[src/rtl/apb_arb_pkg.sv]
// Shared types for the APB round-robin arbiter.
package apb_arb_pkg;

  localparam int unsigned PPROT_W = 3;

  typedef enum logic [1:0] {
    IDLE   = 2'd0,
    SETUP  = 2'd1,
    ACCESS = 2'd2,
    RESP   = 2'd3
  } state_e;

  // Index width that stays legal for a single port.
  function automatic int unsigned idx_width(input int unsigned n);
    return (n > 1) ? $clog2(n) : 1;
  endfunction

endpackage

[src/rtl/apb_arb_rr_pick.sv]
// Combinational round-robin picker: first requester searching upward from last_idx+1 with wrap.
module apb_arb_rr_pick #(
  parameter int unsigned NumPorts = 2,
  parameter int unsigned IdxW     = 1
) (
  input  logic [NumPorts-1:0] req,
  input  logic [IdxW-1:0]     last_idx,
  output logic [IdxW-1:0]     grant,
  output logic                valid
);

  always_comb begin
    int unsigned l;
    int unsigned d;
    int unsigned best;
    grant = '0;
    l     = 32'(last_idx);
    d     = 0;
    best  = NumPorts;
    // Lowest rotated distance from the last winner has highest priority.
    for (int unsigned j = 0; j < NumPorts; j++) begin
      d = (j + NumPorts - l - 1) % NumPorts;
      if (req[j] && (d < best)) begin
        best  = d;
        grant = IdxW'(j);
      end
    end
    valid = |req;
  end

endmodule

[src/rtl/apb_rr_arb.sv]
// APB N:1 round-robin arbiter with registered downstream outputs.
// Define APB_ARB_PERF_EN to add saturating per-port completed-transfer counters (perf_cnt_o).
module apb_rr_arb
  import apb_arb_pkg::*;
#(
  parameter int unsigned NumSlvPorts  = 2,
  parameter int unsigned AddrWidth    = 32,
  parameter int unsigned DataWidth    = 32,
  parameter int unsigned PerfCntWidth = 16,
  localparam int unsigned StrbWidth   = (DataWidth + 7) / 8
) (
  input  logic                                   pclk_i,
  input  logic                                   preset_i,
  input  logic [NumSlvPorts-1:0]                 slv_psel_i,
  input  logic [NumSlvPorts-1:0]                 slv_penable_i,
  input  logic [NumSlvPorts-1:0][AddrWidth-1:0]  slv_paddr_i,
  input  logic [NumSlvPorts-1:0]                 slv_pwrite_i,
  input  logic [NumSlvPorts-1:0][PPROT_W-1:0]    slv_pprot_i,
  input  logic [NumSlvPorts-1:0][DataWidth-1:0]  slv_pwdata_i,
  input  logic [NumSlvPorts-1:0][StrbWidth-1:0]  slv_pstrb_i,
  output logic [NumSlvPorts-1:0]                 slv_pready_o,
  output logic [DataWidth-1:0]                   slv_prdata_o,
  output logic                                   slv_pslverr_o,
  output logic                                   mst_psel_o,
  output logic                                   mst_penable_o,
  output logic                                   mst_pwrite_o,
  output logic [AddrWidth-1:0]                   mst_paddr_o,
  output logic [PPROT_W-1:0]                     mst_pprot_o,
  output logic [DataWidth-1:0]                   mst_pwdata_o,
  output logic [StrbWidth-1:0]                   mst_pstrb_o,
  input  logic                                   mst_pready_i,
  input  logic [DataWidth-1:0]                   mst_prdata_i,
  input  logic                                   mst_pslverr_i
`ifdef APB_ARB_PERF_EN
  ,
  output logic [NumSlvPorts-1:0][PerfCntWidth-1:0] perf_cnt_o
`endif
);

  localparam int unsigned IdxW = idx_width(NumSlvPorts);

  state_e                 state_q, state_d;
  logic [IdxW-1:0]        grant_q, last_q, pick_idx;
  logic                   pick_valid;
  logic [NumSlvPorts-1:0] grant_oh;

  logic                   psel_q, penable_q, pwrite_q;
  logic [AddrWidth-1:0]   paddr_q;
  logic [PPROT_W-1:0]     pprot_q;
  logic [DataWidth-1:0]   pwdata_q;
  logic [StrbWidth-1:0]   pstrb_q;
  logic [NumSlvPorts-1:0] pready_q;
  logic [DataWidth-1:0]   prdata_q;
  logic                   pslverr_q;

  // Upstream penable carries no information the arbiter needs.
  logic unused_penable;
  assign unused_penable = ^slv_penable_i;

  apb_arb_rr_pick #(
    .NumPorts (NumSlvPorts),
    .IdxW     (IdxW)
  ) u_pick (
    .req      (slv_psel_i),
    .last_idx (last_q),
    .grant    (pick_idx),
    .valid    (pick_valid)
  );

  always_comb begin
    grant_oh          = '0;
    grant_oh[grant_q] = 1'b1;
  end

  always_comb begin
    state_d = state_q;
    unique case (state_q)
      IDLE:    if (pick_valid) state_d = SETUP;
      SETUP:   state_d = ACCESS;
      ACCESS:  if (mst_pready_i) state_d = RESP;
      RESP:    state_d = IDLE;
      default: state_d = IDLE;
    endcase
  end

  always_ff @(posedge pclk_i or posedge preset_i) begin
    if (preset_i) begin
      state_q   <= IDLE;
      grant_q   <= '0;
      last_q    <= IdxW'(NumSlvPorts - 1);
      psel_q    <= 1'b0;
      penable_q <= 1'b0;
      pwrite_q  <= 1'b0;
      paddr_q   <= '0;
      pprot_q   <= '0;
      pwdata_q  <= '0;
      pstrb_q   <= '0;
      pready_q  <= '0;
      prdata_q  <= '0;
      pslverr_q <= 1'b0;
    end else begin
      state_q <= state_d;
      case (state_q)
        IDLE: begin
          if (pick_valid) begin
            grant_q  <= pick_idx;
            paddr_q  <= slv_paddr_i[pick_idx];
            pwrite_q <= slv_pwrite_i[pick_idx];
            pprot_q  <= slv_pprot_i[pick_idx];
            pwdata_q <= slv_pwdata_i[pick_idx];
            pstrb_q  <= slv_pstrb_i[pick_idx];
            psel_q   <= 1'b1;
          end
        end
        SETUP: penable_q <= 1'b1;
        ACCESS: begin
          if (mst_pready_i) begin
            psel_q    <= 1'b0;
            penable_q <= 1'b0;
            prdata_q  <= mst_prdata_i;
            pslverr_q <= mst_pslverr_i;
            pready_q  <= grant_oh;
          end
        end
        RESP: begin
          pready_q  <= '0;
          prdata_q  <= '0;
          pslverr_q <= 1'b0;
          last_q    <= grant_q;
        end
        default: ;
      endcase
    end
  end

  assign mst_psel_o    = psel_q;
  assign mst_penable_o = penable_q;
  assign mst_pwrite_o  = pwrite_q;
  assign mst_paddr_o   = paddr_q;
  assign mst_pprot_o   = pprot_q;
  assign mst_pwdata_o  = pwdata_q;
  assign mst_pstrb_o   = pstrb_q;
  assign slv_pready_o  = pready_q;
  assign slv_prdata_o  = prdata_q;
  assign slv_pslverr_o = pslverr_q;

`ifdef APB_ARB_PERF_EN
  logic [NumSlvPorts-1:0][PerfCntWidth-1:0] perf_q;

  always_ff @(posedge pclk_i or posedge preset_i) begin
    if (preset_i) begin
      perf_q <= '0;
    end else if ((state_q == RESP) && (perf_q[grant_q] != '1)) begin
      perf_q[grant_q] <= perf_q[grant_q] + PerfCntWidth'(1);
    end
  end

  assign perf_cnt_o = perf_q;
`endif

`ifndef SYNTHESIS
  // A granted master must keep psel up until its response pulse.
  always_ff @(posedge pclk_i) begin
    if (!preset_i && ((state_q == SETUP) || (state_q == ACCESS))) begin
      assert (slv_psel_i[grant_q])
      else $error("apb_rr_arb: port %0d dropped psel mid-transfer", grant_q);
    end
  end
`endif

endmodule

[config.mk]
export PLATFORM = sky130hd
export DESIGN_NAME = apb_rr_arb
export DESIGN_NICKNAME = d
export VERILOG_FILES = /design/src/rtl/apb_arb_pkg.sv /design/src/rtl/apb_arb_rr_pick.sv /design/src/rtl/apb_rr_arb.sv
export SDC_FILE = /design/constraint.sdc
export NUM_CORES = 1
export LEC_CHECK = 0
export CAP_MARGIN = 10
export CELL_PAD_IN_SITES_DETAIL_PLACEMENT = 1
export CELL_PAD_IN_SITES_GLOBAL_PLACEMENT = 2
export CORE_ASPECT_RATIO = 1.4
export CORE_UTILIZATION = 22
export DETAILED_ROUTE_END_ITERATION = 16
export GPL_TIMING_DRIVEN = 0
export PLACE_DENSITY_LB_ADDON = 0.1
export SLEW_MARGIN = 15
export SYNTH_ARGS = -nofsm -noshare
export SYNTH_HDL_FRONTEND = slang
export SYNTH_HIERARCHICAL = 1
export SYNTH_SLANG_ARGS = --single-unit
[constraint.sdc]
create_clock -name pclk_i -period 5.4 [get_ports pclk_i]
set_input_delay 1.08 -clock pclk_i [delete_from_list [all_inputs] [get_ports pclk_i]]
set_output_delay 1.08 -clock pclk_i [all_outputs]
set_load 0.05 [all_outputs]
==> results of run 1 <==
registers in the layout, summed over array words and instances, names as in the netlist, 2 cells and up:
name          flops
mst_paddr_o      32
mst_pprot_o       3
mst_pstrb_o       4
mst_pwdata_o     32
slv_prdata_o     32
slv_pready_o      2
state_q           2
kinds of logic after synthesis:
group	after synthesis	synth area share [%]
DFF	113	57.3
AOI/OAI and AO/OA	112	15.0
and+or+nand+nor	81	6.31
muxes	78	16.0
buffers and inverters	35	3.72
adders and majority gates	7	1.77
report_power, final:
part / total, uW / switching, uW / internal (uW)
clock: 1140 / 442 / 694
combinational: 3360 / 2180 / 1180
sequential: 1480 / 225 / 1250
synthesized netlist by cell type:
master / count
o21ai_0: 1
a21oi_1: 73
a22o_1: 1
mux2i_1: 74
nand2_1: 4
clkbuf_1: 7
mux2i_2: 1
a22o_2: 34
a21boi_1: 1
nor2_1: 74
mux2_2: 3
buf_2: 18
dfstp_2: 1
and2_1: 1
or2_1: 1
nor2_2: 1
ha_1: 7
o31ai_1: 1
dfrtp_1: 112
o22ai_1: 1
inv_1: 5
buf_4: 2
buf_6: 3
path summary, 6_finish.rpt:
| kind | cells after the start | end |
|---|---|---|
| worst max-delay path | 1 | mst_psel_o |
| worst min-delay path | 2 | slv_pready_o[0]$_DFFE_PP0P_ |
| worst max register to register | 7 | mst_pwdata_o[6]$_DFFE_PP0P_ |
| worst min register to register | 2 | slv_pready_o[0]$_DFFE_PP0P_ |
| max in group asynchronous | 3 | last_q$_DFFE_PP1N_ |
| min in group asynchronous | 2 | mst_paddr_o[4]$_DFFE_PP0P_ |
final cells by class:
class                           instances  area, sq um  area share (%)
Clock buffer                           17          425            4.81
Timing Repair Buffer                  291         2930            33.1
Multi-Input combinational cell        278         1930            21.8
Buffer                                 30          165            1.87
Antenna cell                            1         2.50          0.0283
Clock inverter                         15          173            1.95
Tap cell                              297          372            4.20
Inverter                                5         23.8           0.269
Sequential cell                       113         2830            32.0
metal layers:
metal	vias to the layer above	share of wire, %
li1	2119	-
met1	2178	37
met2	153	56
met3	13	6.1
met4	0	1.3
met5	-	0
through the flow:
stage | worst slack, ns | hold WS (ns) | cell area, sq um | instances | setup TNS [ns]
finish | 2.69 | 0.490 | 8850 | 1047 | 0
global route | 2.62 | 0.521 | 8850 | 1046 | 0
CTS | 2.67 | 0.504 | 8850 | 1046 | 0
detailed placement | 2.38 | 0.483 | 8250 | 1014 | 0
global placement | -0.591 | 0.470 | 8220 | 1013 | -65.58
floorplan | 1.33 | 0.465 | 4940 | 426 | 0
==> metrics, run 1 <==
vias in the first global route=between 4000 and 5000; RSZ-0062 raised after global routing=no; DRT antenna net count=0; top cell type's share of synthesized area=about 57%; Slew @ Worst Pin=0.672 ns; CTS Sinks=about 110; Worst EP required=between 4 and 5 ns; met1 Usage GRT=16.9%; crit path buf inv count=1; layout cells sized above 1=between 10% and 20%; hpwl dp=between 10000 and 15000 um; Worst Path Arrival=~1.6 ns; CTS tree=yes; FILL cells=approximately 2400; largest net degree at the start of global routing=68; Worst Hold Class=flip-flop to flip-flop; clock latency on the worst-skew pair=between 0.4 and 0.5 ns; vias=4463; Root Buffer Master=clkbuf_16; cell area after synthesis=around 5000 sq um; Die Y=around 180 um; Post-CTS Setup Bufs=0; Synth-to-Final Area Change=79.1%; worst hold start=slv_pready_o[0]$_DFFE_PP0P_; H-tree depth=4; CTS buffer count=17; All-Layer GR Usage=16.4%; Post-Synthesis Cells=around 430; Synth area leaders=dfrtp_1, mux2i_1, a21oi_1; Slowest-stage cell, CP=clkdlybuf4s50_1; Rows=between 60 and 70; DRT Pass-1 Iters=3; Iteration-0 DRC Markers=108; gr busiest metal=met2; crit path kind=flip-flop to output pin; GPL Wtd Cong=around 0.72; WL/cell=~18 um; Synth cell types=23; Setup crit start=mst_psel_o$_DFFE_PP0P_; Avg Cell Area, Syn=~12 sq um; Clk pin slew, worst setup/hold paths=0.06 ns; sequential element share of the synthesized area=57.3%; FF-to-FF setup slack=3.40 ns; setup violators final=0; yosys warns=6; die footprint=between 20000 and 25000 sq um; routed wire length=18700 um; Core Util, Final=between 40% and 50%; clock tree buffer depth=2; Hold Buf Count CTS=0; GRT met2 Usage=about 31%; Layout Nets=roughly 930; fin crit period=2.71 ns; IO buf count=between 200 and 300; first-pass GRT wire length=about 28000 um; FF+latch count, synth=113; FF-to-FF Start=state_q[0]$_DFFE_PP0P_; most common cell after layout, fill and taps aside=clkdlybuf4s50_1; fin. max-slew vios=0; Via density=approximately 4.3; initial core utilization=22.5%; number of remaining DRC errors=0; IO Pins=between 200 and 300; Max Cap Viol=0; Tot Pwr=5970 uW; GR Overflow Total=0; Max VDD drop=0.332 mV; initial antenna violation count=1; status=completed; CP startpoint kind=flip-flop; Power Density=674 nW/um^2; Die W=about 130 um; Slew headroom=a little over half; Final Cycle Share=50.2%; CP peak stage delay=slightly above 0.8 ns; syn_nets=between 600 and 700; Yosys top cell by area=dfrtp_1; most frequent cells in the layout=clkdlybuf4s50_1, dfrtp_1, mux2i_1, nor2_1, a21oi_1; crit path cell chain=clkdlybuf4s50_1; cell family with most CP delay=buffers and inverters; crit path max fanout=3; global routing met3 resource utilization=4.98%; post-CTS sizing=0; Lkg Pwr=0.00375 uW; Fin. Hold Viols=0; clock skew=0.00830 ns; core region area=about 22000 sq um; FMAX=between 300 and 400 MHz; Crit. End Element=output pin
Note: power is estimated with default switching activity, not from simulation.
==> run 2, diff against run 1 <==
- clock period: 5.4 -> 2.5 ns (I/O delays scaled with it)
==> run 2 against run 1 <==
Core utilization rose by 0.27 points. Combinational power rose by 120%. Power rose by 120%. Critical path type unchanged. Highest routed layer unchanged.
==> metrics, run 2 (synthesis gave the netlist of run 1 again) <==
Iteration-0 DRC Markers=between 100 and 150; Hold Buf Count CTS=0; number of remaining DRC errors=0; largest net degree at the start of global routing=36; Die W=around 130 um; pre-CTS setup slack=approximately 0.083 ns; Post-CTS Setup Bufs=0; FMAX=about 470 MHz; setup violators final=0; Power Density=~1500 nW/um^2; Slowest-stage cell, CP=clkdlybuf4s50_1; area occupied by multi-input gates=a little under 2000 sq um; core region area=21900 sq um; vias in the first global route=approximately 5000; Synth-to-Final Area Change=80.3%; CP startpoint kind=flip-flop; FF/Latch Area=2830 sq um; WL/cell=17.8 um; DRT Pass-1 Iters=4; crit path kind=flip-flop to output pin; Crit. End Element=output pin; Via density=around 4.3; clock tree buffer depth=2; crit path max fanout=3; routed wire length=~19000 um; initial antenna violation count=1; first-pass GRT wire length=27600 um; met1 Usage GRT=~17%; CP peak stage delay=0.83 ns; global routing met3 resource utilization=5.13%; Clk pin slew, worst setup/hold paths=around 0.060 ns; Final Cycle Share=between 80% and 90%; GR Overflow Total=0; layout cells sized above 1=around an eighth; Finished Layout Cells=1047; Lkg Pwr=between 0.003 and 0.004 uW; Root Buffer Master=clkbuf_16; All-Layer GR Usage=approximately 16%; Rows=64; CTS tree=yes; RSZ-0062 raised after global routing=no; FILL cells=roughly 2400; Worst Hold Class=flip-flop to flip-flop; gr busiest metal=met2; final worst slack=approximately 0.37 ns; cell family with most CP delay=buffers and inverters; Max Cap Viol=0; Slew @ Worst Pin=0.751 ns; initial core utilization=22.5%; H-tree depth=4; Worst EP required=2.00 ns; die footprint=23100 sq um; clock skew=0.0102 ns; Max VDD drop=0.613 mV; Fin. Hold Viols=0; hpwl dp=14700 um; fin crit period=about 2.1 ns; most frequent cells in the layout=clkdlybuf4s50_1, dfrtp_1, mux2i_1, nor2_1, a21oi_1; GRT met2 Usage=roughly 30%; post-CTS sizing=0; Layout Nets=between 900 and 1000; DRT antenna net count=0; Die Y=roughly 180 um; vias=4508; CTS Sinks=between 100 and 150; clock latency on the worst-skew pair=slightly above 0.4 ns; Worst Path Arrival=approximately 1.6 ns; status=completed; crit path buf inv count=1; IO Pins=293; IO buf count=just under 300; crit path cell chain=clkdlybuf4s50_1; CTS buffer count=17; GPL Wtd Cong=around 0.7; Slew headroom=about half; most common cell after layout, fill and taps aside=clkdlybuf4s50_1; placed cells=slightly above 1000; fin. max-slew vios=0
[run 2: through the flow]
step / cell area, sq um / power, uW / hold slack (ns) / util (%) / setup TNS (ns)
2_1_floorplan: 4940 / 7800 / 0.465 / - / 0
3_3_place_gp: 8220 / 10400 / 0.465 / 37.5 / -66.83
3_5_place_dp: 8280 / 10600 / 0.475 / 37.7 / 0
4_1_cts: 8910 / 13200 / 0.494 / 40.6 / 0
5_1_grt: 8910 / 13700 / 0.518 / 40.6 / 0
6_report: 8910 / 13000 / 0.489 / 40.6 / 0
[run 2: path summary, 6_finish.rpt]
path	start	endpoint	slack, ns	cells after the start
worst min-delay path	slv_pready_o[0]$_DFFE_PP0P_	slv_pready_o[0]$_DFFE_PP0P_	0.49	2
worst min register to register	slv_pready_o[0]$_DFFE_PP0P_	slv_pready_o[0]$_DFFE_PP0P_	0.49	2
min in group asynchronous	preset_i	mst_paddr_o[8]$_DFFE_PP0P_	0.53	2
max in group asynchronous	preset_i	mst_pwdata_o[21]$_DFFE_PP0P_	1.19	4
worst max register to register	state_q[0]$_DFFE_PP0P_	slv_prdata_o[12]$_DFFE_PP0P_	0.45	5
worst max-delay path	mst_psel_o$_DFFE_PP0P_	mst_psel_o	0.37	1
[run 2: layout make-up]
type	instances	area share [%]
flip-flops and latches	113	31.8
clock buffers	21	5.28
repair buffers	293	33.3
plain buffers	30	1.85
inverters	5	0.253
multi-input cells	278	21.6
diodes	1	0.0281
clock inverters	9	1.76
well taps	297	4.17
[run 2: power by group]
group	internal (uW)	switching (uW)	total [uW]
logic	2550	4690	7240
clock network	1730	842	2580
registers	2700	489	3190
[run 2: metal layers]
metal,wire (um),share of wire [%]
met1,6780,36
met2,10500,56
met3,1160,6.3
met4,152,0.82
met5,0,0
[run 2: worst reg2reg max path, stage by stage, from the launching register on]
cell and delay [ns]:
dfrtp_1 0.43, inv_1 0.17, ha_1 0.30, mux2i_2 0.69
buf_6 0.24, a22o_2 0.16
==> run 3, diff against run 2 <==
- CORE_UTILIZATION: 22 -> 21
- SYNTH_HIERARCHICAL: 1 -> not set
==> run 3 against run 2 <==
Final area is essentially flat. Critical endpoint is now slv_prdata_o[31]. Critical path depth is the same. Die area grew 4.7%. Sequential power is essentially flat. Worst setup slack gained 0.0099 ns. Synthesized area is essentially flat. Worst hold slack lost 0.036 ns. Cell count grew 8.6%. Largest cell class unchanged. Clock skew grew 0.0010 ns. Power grew 0.67%.
==> metrics, run 3 <==
FF+latch count, synth=113; fin. max-slew vios=0; Post-CTS Setup Bufs=0; Setup crit end=slv_prdata_o[31]; FF-to-FF Start=state_q[0]$_DFFE_PP0P_; Rows=between 60 and 70; first-pass GRT wire length=32200 um; crit path buf inv count=1; Worst Path Arrival=about 1.6 ns; clock skew=0.0112 ns; most frequent cells in the layout=clkdlybuf4s50_1, a21oi_1, dfrtp_1; die footprint=approximately 24000 sq um; clock tree buffer depth=2; xor/xnor cell area share of the yosys netlist=0%; CTS tree=yes; Max VDD drop=approximately 0.56 mV; routed wire length=20700 um; core region area=23200 sq um; Slew @ Worst Pin=0.608 ns; CTS buffer count=17; cell area after synthesis=between 4000 and 5000 sq um; Fin. Hold Viols=0; FF/Latch Area=about 2800 sq um; CTS Sinks=about 110; FMAX=473 MHz; Hold Buf Count CTS=0; IO buf count=290; number of remaining DRC errors=0; FF-to-FF setup slack=slightly below 0.6 ns; number of flops mapped to enable cells by yosys=0; vias=5040; most common cell after layout, fill and taps aside=clkdlybuf4s50_1; Core Util, Final=roughly two fifths; All-Layer GR Usage=about 18%; post-CTS sizing=0; initial antenna violation count=0; Setup crit start=slv_prdata_o[31]$_DFFE_PP0P_; CP peak stage delay=0.84 ns; initial core utilization=21.3%; most frequent cells after synthesis=a21oi_1, dfrtp_1, nand2_1; Die Y=between 150 and 200 um; GR Overflow Total=0; crit path cell chain=clkdlybuf4s50_1; pre-CTS setup slack=between 0.3 and 0.4 ns; Final TNS setup=0 ns; Layout Nets=between 1000 and 1500; largest family of logic cells by synthesized area=compound AO/OA/AOI/OAI gates; layout cells sized above 1=about 14%; multiplexer share of the synthesized area=1.14%; DRT Pass-1 Iters=4; top_reg_cell synth=dfrtp_1; Worst EP required=2.00 ns; cell family with most CP delay=buffers and inverters; Slew headroom=about three fifths; top cell type's share of synthesized area=56.7%; Final Cycle Share=a little over four fifths; r2r endpoint=slv_pready_o[0]$_DFFE_PP0P_; Crit. End Element=output pin; DRT antenna net count=0; sequential element share of the synthesized area=between 50 and 60%; fin crit period=2.12 ns; Critical Path Stages=1; FILL cells=approximately 2600; Compound-Gate Fraction of Synth Area=a little under a quarter; final worst slack=about 0.38 ns; Clk pin slew, worst setup/hold paths=0.07 ns; IO Pins=about 290; Synth area leaders=dfrtp_1, a21oi_1, a22o_2; CP startpoint kind=flip-flop; Iteration-0 DRC Markers=119; count leader, synth=a21oi_1; Synth cell types=25; Die W=132 um; area share of fa/ha/maj cells after synthesis=1.77%; area occupied by multi-input gates=1850 sq um; yosys warns=0; Yosys top cell by area=dfrtp_1; Lkg Pwr=between 0.003 and 0.004 uW; RSZ-0062 raised after global routing=no; Post-Synthesis Cells=505; vias in the first global route=5652; Synth-to-Final Area Change=80.1%; diode count=0; Worst Hold Class=input port to async pin; Via density=around 4.4; setup violators final=0; GPL Wtd Cong=0.808; FFs w/ async S/R, synth=100%; hpwl dp=around 16000 um; status=completed; syn_nets=~700; Root Buffer Master=clkbuf_16; Avg Cell Area, Syn=9.79 sq um; reg2reg path depth=6; clock latency on the worst-skew pair=~0.42 ns; post-synthesis simple-gate area fraction=between 10% and 20%; Max Cap Viol=0; WL/cell=18.2 um; largest net degree at the start of global routing=32; crit path max fanout=2; final hold slack=0.453 ns; Power Density=roughly 1500 nW/um^2; Tot Pwr=~13000 uW; Slowest-stage cell, CP=clkdlybuf4s50_1; H-tree depth=4; crit path kind=flip-flop to output pin
==> run 3: cell count changes in the layout (fill, tap and decap cells not counted), sizes merged, moves of 3 or more <==
cell,before,now
clkinv,2,5
clkbuf,28,18
inv,4,9
mux2i,75,3
nand2,4,75
bufinv,4,1
a21oi,73,146
buf,26,41
==> run 3: power by group <==
part / internal [uW] / total [uW] / switching [uW] / leakage (uW)
clock: 1400 / 2370 / 972 / 0.000279
sequential: 2720 / 3220 / 500 / 0.00134
combinational: 2640 / 7520 / 4880 / 0.00217
total: 6750 / 13100 / 6350 / 0.00378
==> run 3: area by class of cell <==
| class | count | share of cell area (%) |
|---|---|---|
| repair buffers | 294 | 33.7 |
| flip-flops and latches | 113 | 31.8 |
| multi-input cells | 351 | 20.8 |
| clock buffers | 17 | 4.78 |
| well taps | 306 | 4.30 |
| plain buffers | 38 | 2.85 |
| clock inverters | 15 | 1.66 |
| inverters | 3 | 0.169 |
==> run 3: routing by layer <==
metal	track usage (%)	share of wire, %
met5	0	0
met4	5.58	1.8
met2	33.3	55
met1	18.7	38
met3	4.44	5.1
==> run 3: cells by family after synthesis <==
logic type,count (synthesis)
compound gates,188
simple gates,151
flops,113
buf+inv,41
fa+ha+maj,7
mux,5
==> run 3: worst min path at each step <==
stage                                   endpoint  slack, ns                   startpoint  cells after the start
global placement     slv_pready_o[0]$_DFFE_PP0P_       0.47  slv_pready_o[0]$_DFFE_PP0P_                      2
finish              slv_prdata_o[25]$_DFFE_PP0P_       0.45                     preset_i                      2
CTS                 slv_prdata_o[25]$_DFFE_PP0P_       0.45                     preset_i                      2
global route        slv_prdata_o[25]$_DFFE_PP0P_       0.46                     preset_i                      2
floorplan            slv_pready_o[0]$_DFFE_PP0P_       0.47          grant_q$_DFFE_PP0P_                      1
detailed placement   slv_pready_o[0]$_DFFE_PP0P_       0.48  slv_pready_o[0]$_DFFE_PP0P_                      2
==> run 3: worst reg2reg max path, delay by kind of cell, from the launching register on <==
| kind | cells | cell delay, ns |
|---|---|---|
| buffers and inverters | 2 | 0.40 |
| AO/OA/AOI/OAI | 1 | 0.06 |
| AND/OR/NAND/NOR | 1 | 0.06 |
| multiplexers | 1 | 0.58 |
| flip-flops | 1 | 0.43 |
| adder cells (fa/ha/maj) | 1 | 0.29 |
==> run 3: through the flow <==
stage | cells | instance area [sq um]
final | 1137 | 8900
after global routing | 1137 | 8900
after CTS | 1137 | 8900
after detailed placement | 1105 | 8330
after global placement | 1101 | 8230
after floorplan | 505 | 4950
==> RTL edit 1: new RTL, config.mk and constraints of run 3 <==
Set the parameter `AddrWidth` to 40 (it was 32).
--- a/src/rtl/apb_rr_arb.sv
+++ b/src/rtl/apb_rr_arb.sv
@@ -4,7 +4,7 @@
   import apb_arb_pkg::*;
 #(
   parameter int unsigned NumSlvPorts  = 2,
-  parameter int unsigned AddrWidth    = 32,
+  parameter int unsigned AddrWidth    = 40,
   parameter int unsigned DataWidth    = 32,
   parameter int unsigned PerfCntWidth = 16,
   localparam int unsigned StrbWidth   = (DataWidth + 7) / 8
Interface: changed (resized mst_paddr_o and slv_paddr_i); port bits go from 293 to 317. The function was not compared with the original's and may differ.
==> RTL edit 1 against run 3 <==
Final area grew 16%; combinational power grew 18%; synthesized area grew 22%; worst setup slack lost 0.034 ns; sequential share of layout area shrank 2.5 points; sequential cell count grew 8; wire length grew 11%; total power grew 14%; largest cell class unchanged.
==> RTL edit 1: results (changes against run 3) <==
* Status: finished clean
* M1 GR Usage at 17.9% (-0.81 points)
* Antenna violations before repair at 0 (unchanged)
* Int Power at 0.00776 W (+15%)
* Cell count of the worst reg-to-reg path at 5 (-1)
* Vias per cell at 4.27 (-3.7%)
* M3 GR Usage at 5.15% (+0.71 points)
* Top post-synthesis cells by count: 159 x a21oi_2, 120 x dfrtp_1, 83 x nand2_1
* Post-Synth Adder-Cell Area at 1.46% (-0.31 points)
* Hpwl dp at 17900 µm (+13%)
* Met2 GRT Util at 29.1% (-4.2 points)
* Syn nets at 755 (+8.5%)
* GRT Util Overall at 16.3% (-1.2 points)
* Antenna Cells at 0 (unchanged)
* Wire length on met1 at 8840 µm (+13%)
* Drt pass-1 iters at 4 (unchanged)
* H-tree depth at 4 (unchanged)
* Worst IR drop on VDD at 0.528 mV (-5.5%)
* # fillers at 3061 (+19%)
* Max FFs per register at 40
* Compound-Gate Fraction of Synth Area at 29.6% (+6.7 points)
* CP max stage delay at 0.88 ns (+0.04 ns)
* Largest net degree at the start of global routing at 34 (+6.3%)
* Met2 WL at 12100 µm (+5.7%)
* Port-buffer cells at 314 (+8.3%)
* Post-synthesis mux area share at 0.937% (-0.20 points)
* R2R Setup Slk at 0.56 ns (-0.03 ns)
* Detailed Route Iter0 Violations at 137 (+15%)
* Nets at 1093 (+8.3%)
* R2R Path End: slv_prdata_o[24]
* Drt wl/cell at 18.0 µm (-0.70%)
* Area contributors post-synth: dfrtp_1 50%, a21oi_2 23%, nand2_1 5.2%
* Gpl congestion at 0.754 (-6.7%)
* Layout cell share with drive strength beyond 1 at 27.1% (+13 points)
* Post-synthesis sequential area ratio at 50.4% (-6.8 points)
* First-pass GRT wire length at 36200 µm (+12%)
* Worst Skew at 0.0107 ns (-0.000489 ns)
* WP data arrival at 1.65 ns (+0.03 ns)
* Static Leak at 4.12 nW (+9.0%)
* Worst-Margin Slew at 0.636 ns (+0.0287 ns)
==> RTL edit 1: power by group through the flow <==
| stage | clock, W | sequential [W] | combinational (W) |
|---|---|---|---|
| 4_1_cts | 0.00268 | 0.00344 | 0.00904 |
| 6_report | 0.00257 | 0.00343 | 0.00888 |
| 5_1_grt | 0.00274 | 0.00357 | 0.00942 |
| 3_5_place_dp | 0 | 0.00347 | 0.00901 |
| 3_3_place_gp | 0 | 0.00342 | 0.00887 |
| 2_1_floorplan | 0 | 0.00653 | 0.00284 |
==> RTL edit 1: worst max-delay path by stage <==
stage,slack (ns),cells after the start,startpoint,end
after floorplan,0.52,1,preset_i,grant_q
after global placement,-0.97,2,preset_i,mst_paddr_o[30]
after detailed placement,0.33,5,slv_psel_i[0],mst_paddr_o[29]
after CTS,0.32,1,mst_pwdata_o[21],mst_pwdata_o[21]
after global routing,0.29,1,mst_pwdata_o[21],mst_pwdata_o[21]
final,0.35,1,mst_pwdata_o[25],mst_pwdata_o[25]
==> RTL edit 1: per-stage QoR <==
stage	area, µm²	instances	total power [W]	hold WS, ns	worst slack [ns]
floorplan	6010	548	0.00936	0.470	0.517
global placement	9620	1232	0.0123	0.465	-0.965
detailed placement	9730	1237	0.0125	0.469	0.330
CTS	10300	1268	0.0152	0.421	0.320
global route	10300	1268	0.0157	0.466	0.294
finish	10300	1268	0.0149	0.443	0.350
==> RTL edit 1: cell type report <==
cell class / count / area [µm²] / area share, %
buffer: 41 / 412 / 3.98
clock buffer: 24 / 492 / 4.75
clock inverter: 7 / 115 / 1.11
inverter: 3 / 15.0 / 0.145
multi-input combinational: 383 / 2560 / 24.7
sequential: 121 / 3030 / 29.3
tap: 370 / 463 / 4.48
timing repair buffer: 319 / 3260 / 31.5
==> RTL edit 2: new RTL, flow settings as in run 3 <==
Made on the original files. The 4 states of `state_e` get a one-hot encoding in 4 bits.
--- a/src/rtl/apb_arb_pkg.sv
+++ b/src/rtl/apb_arb_pkg.sv
@@ -3,11 +3,11 @@
 
   localparam int unsigned PPROT_W = 3;
 
-  typedef enum logic [1:0] {
-    IDLE   = 2'd0,
-    SETUP  = 2'd1,
-    ACCESS = 2'd2,
-    RESP   = 2'd3
+  typedef enum logic [3:0] {
+    IDLE   = 4'b0001,
+    SETUP  = 4'b0010,
+    ACCESS = 4'b0100,
+    RESP   = 4'b1000
   } state_e;
 
   // Index width that stays legal for a single port.
Formal check against the unedited RTL: no difference found for any inputs over 4 cycles, from zero or initial values and one cycle with preset_i high; so few cycles prove little.
==> RTL edit 2 against run 3 <==
Worst setup slack worse by 0.044 ns; clock power is 3% higher; cell count is 13% lower; largest cell class unchanged; sequential power is 3% higher; total power is 2.2% higher; synthesized area is 4.8% higher; critical path depth is 5 higher; combinational power is 2% higher; final area is 2.8% higher; wire length is 16% lower; sequential cell count is 2 higher; sequential share of layout area is 0.30 points lower.
==> RTL edit 2: results (changes against run 3) <==
* Status: finished clean
* Post-Synth Adder-Cell Area at 0% (-1.8 points)
* Compound-Gate Fraction of Synth Area at 6.89% (-16 points)
* Layout cell share with drive strength beyond 1 at 31.4% (+18 points)
* Logic inverters at 4 (+1)
* Worst Skew at 0.0179 ns (+0.00670 ns)
* Buffers excl. clock at 319 (-3.9%)
* Register area at 2880 µm² (+1.8%)
* Detailed Route Iter0 Violations at 57 (-52%)
* Switch share at 45.1% (-3.4 points)
* Placed inst area at 8550 µm² (+2.7%)
* Top post-synthesis cells by count: 145 x mux2_2, 113 x dfrtp_1, 33 x a22o_1
* WP data arrival at 2.46 ns (+0.84 ns)
* Area of the multi-input gates at 2120 µm² (+15%)
* Drt wl/cell at 17.6 µm (-3.2%)
* Nets at 847 (-16%)
* Critical path peak fanout at 10 (+8)
* Non-clk buf share at 34.4% (-2.2 points)
* Static Leak at 3.71 nW (-1.9%)
* Fraction of area in multi-input gates at 23.2% (+2.4 points)
* Worst IR drop on VDD at 0.698 mV (+25%)
* Syn nets at 534 (-23%)
* Clock buf/inv share at 6.47% (+0.030 points)
* Pre-CTS setup slack at -0.104 ns (-0.409 ns)
* GRT Util Overall at 14.3% (-3.2 points)
==> RTL edit 2: final timing paths <==
path                                    end  slack (ns)             from  depth (start not counted)
setup / recovery             mst_pstrb_o[3]        0.34    slv_psel_i[1]                          6
hold / removal             mst_pwdata_o[28]        0.39         preset_i                          2
setup reg to reg           mst_pwdata_o[18]        0.44       state_q[0]                          6
hold reg to reg             mst_paddr_o[11]        0.49  mst_paddr_o[11]                          1
max in group asynchronous   mst_paddr_o[15]        1.44         preset_i                          4
min in group pclk_i         mst_paddr_o[11]        0.49  mst_paddr_o[11]                          1
==> RTL edit 2: power by group through the flow <==
stage          registers (W)  clock network, W  logic, W
6_report             0.00331           0.00244   0.00765
5_1_grt              0.00345           0.00261   0.00800
4_1_cts              0.00332           0.00252   0.00777
3_5_place_dp         0.00333                 0   0.00776
3_3_place_gp         0.00330                 0   0.00768
2_1_floorplan        0.00645                 0   0.00188
==> RTL edit 2: cell families after synthesis <==
| kind of cell | after synthesis |
|---|---|
| multiplexers | 146 |
| flip-flops | 115 |
| AO/OA/AOI/OAI | 44 |
| buffers and inverters | 29 |
| AND/OR/NAND/NOR | 16 |
==> RTL edit 2: through the flow <==
stage	cells	util [%]	setup TNS [ns]
6_report	988	38.0	0
5_1_grt	988	38.0	0
4_1_cts	986	38.0	0
3_5_place_dp	954	35.5	-3.42
3_3_place_gp	950	35.2	-84.03
2_1_floorplan	350	-	0
==> RTL edit 2: routing by layer <==
layer / track usage [%] / routed length (µm) / part of all wire (%)
met5: 0 / 0 / 0
met4: 5.66 / 298 / 1.7
met3: 4.27 / 1280 / 7.4
met2: 25.8 / 9190 / 53
met1: 15.4 / 6610 / 38
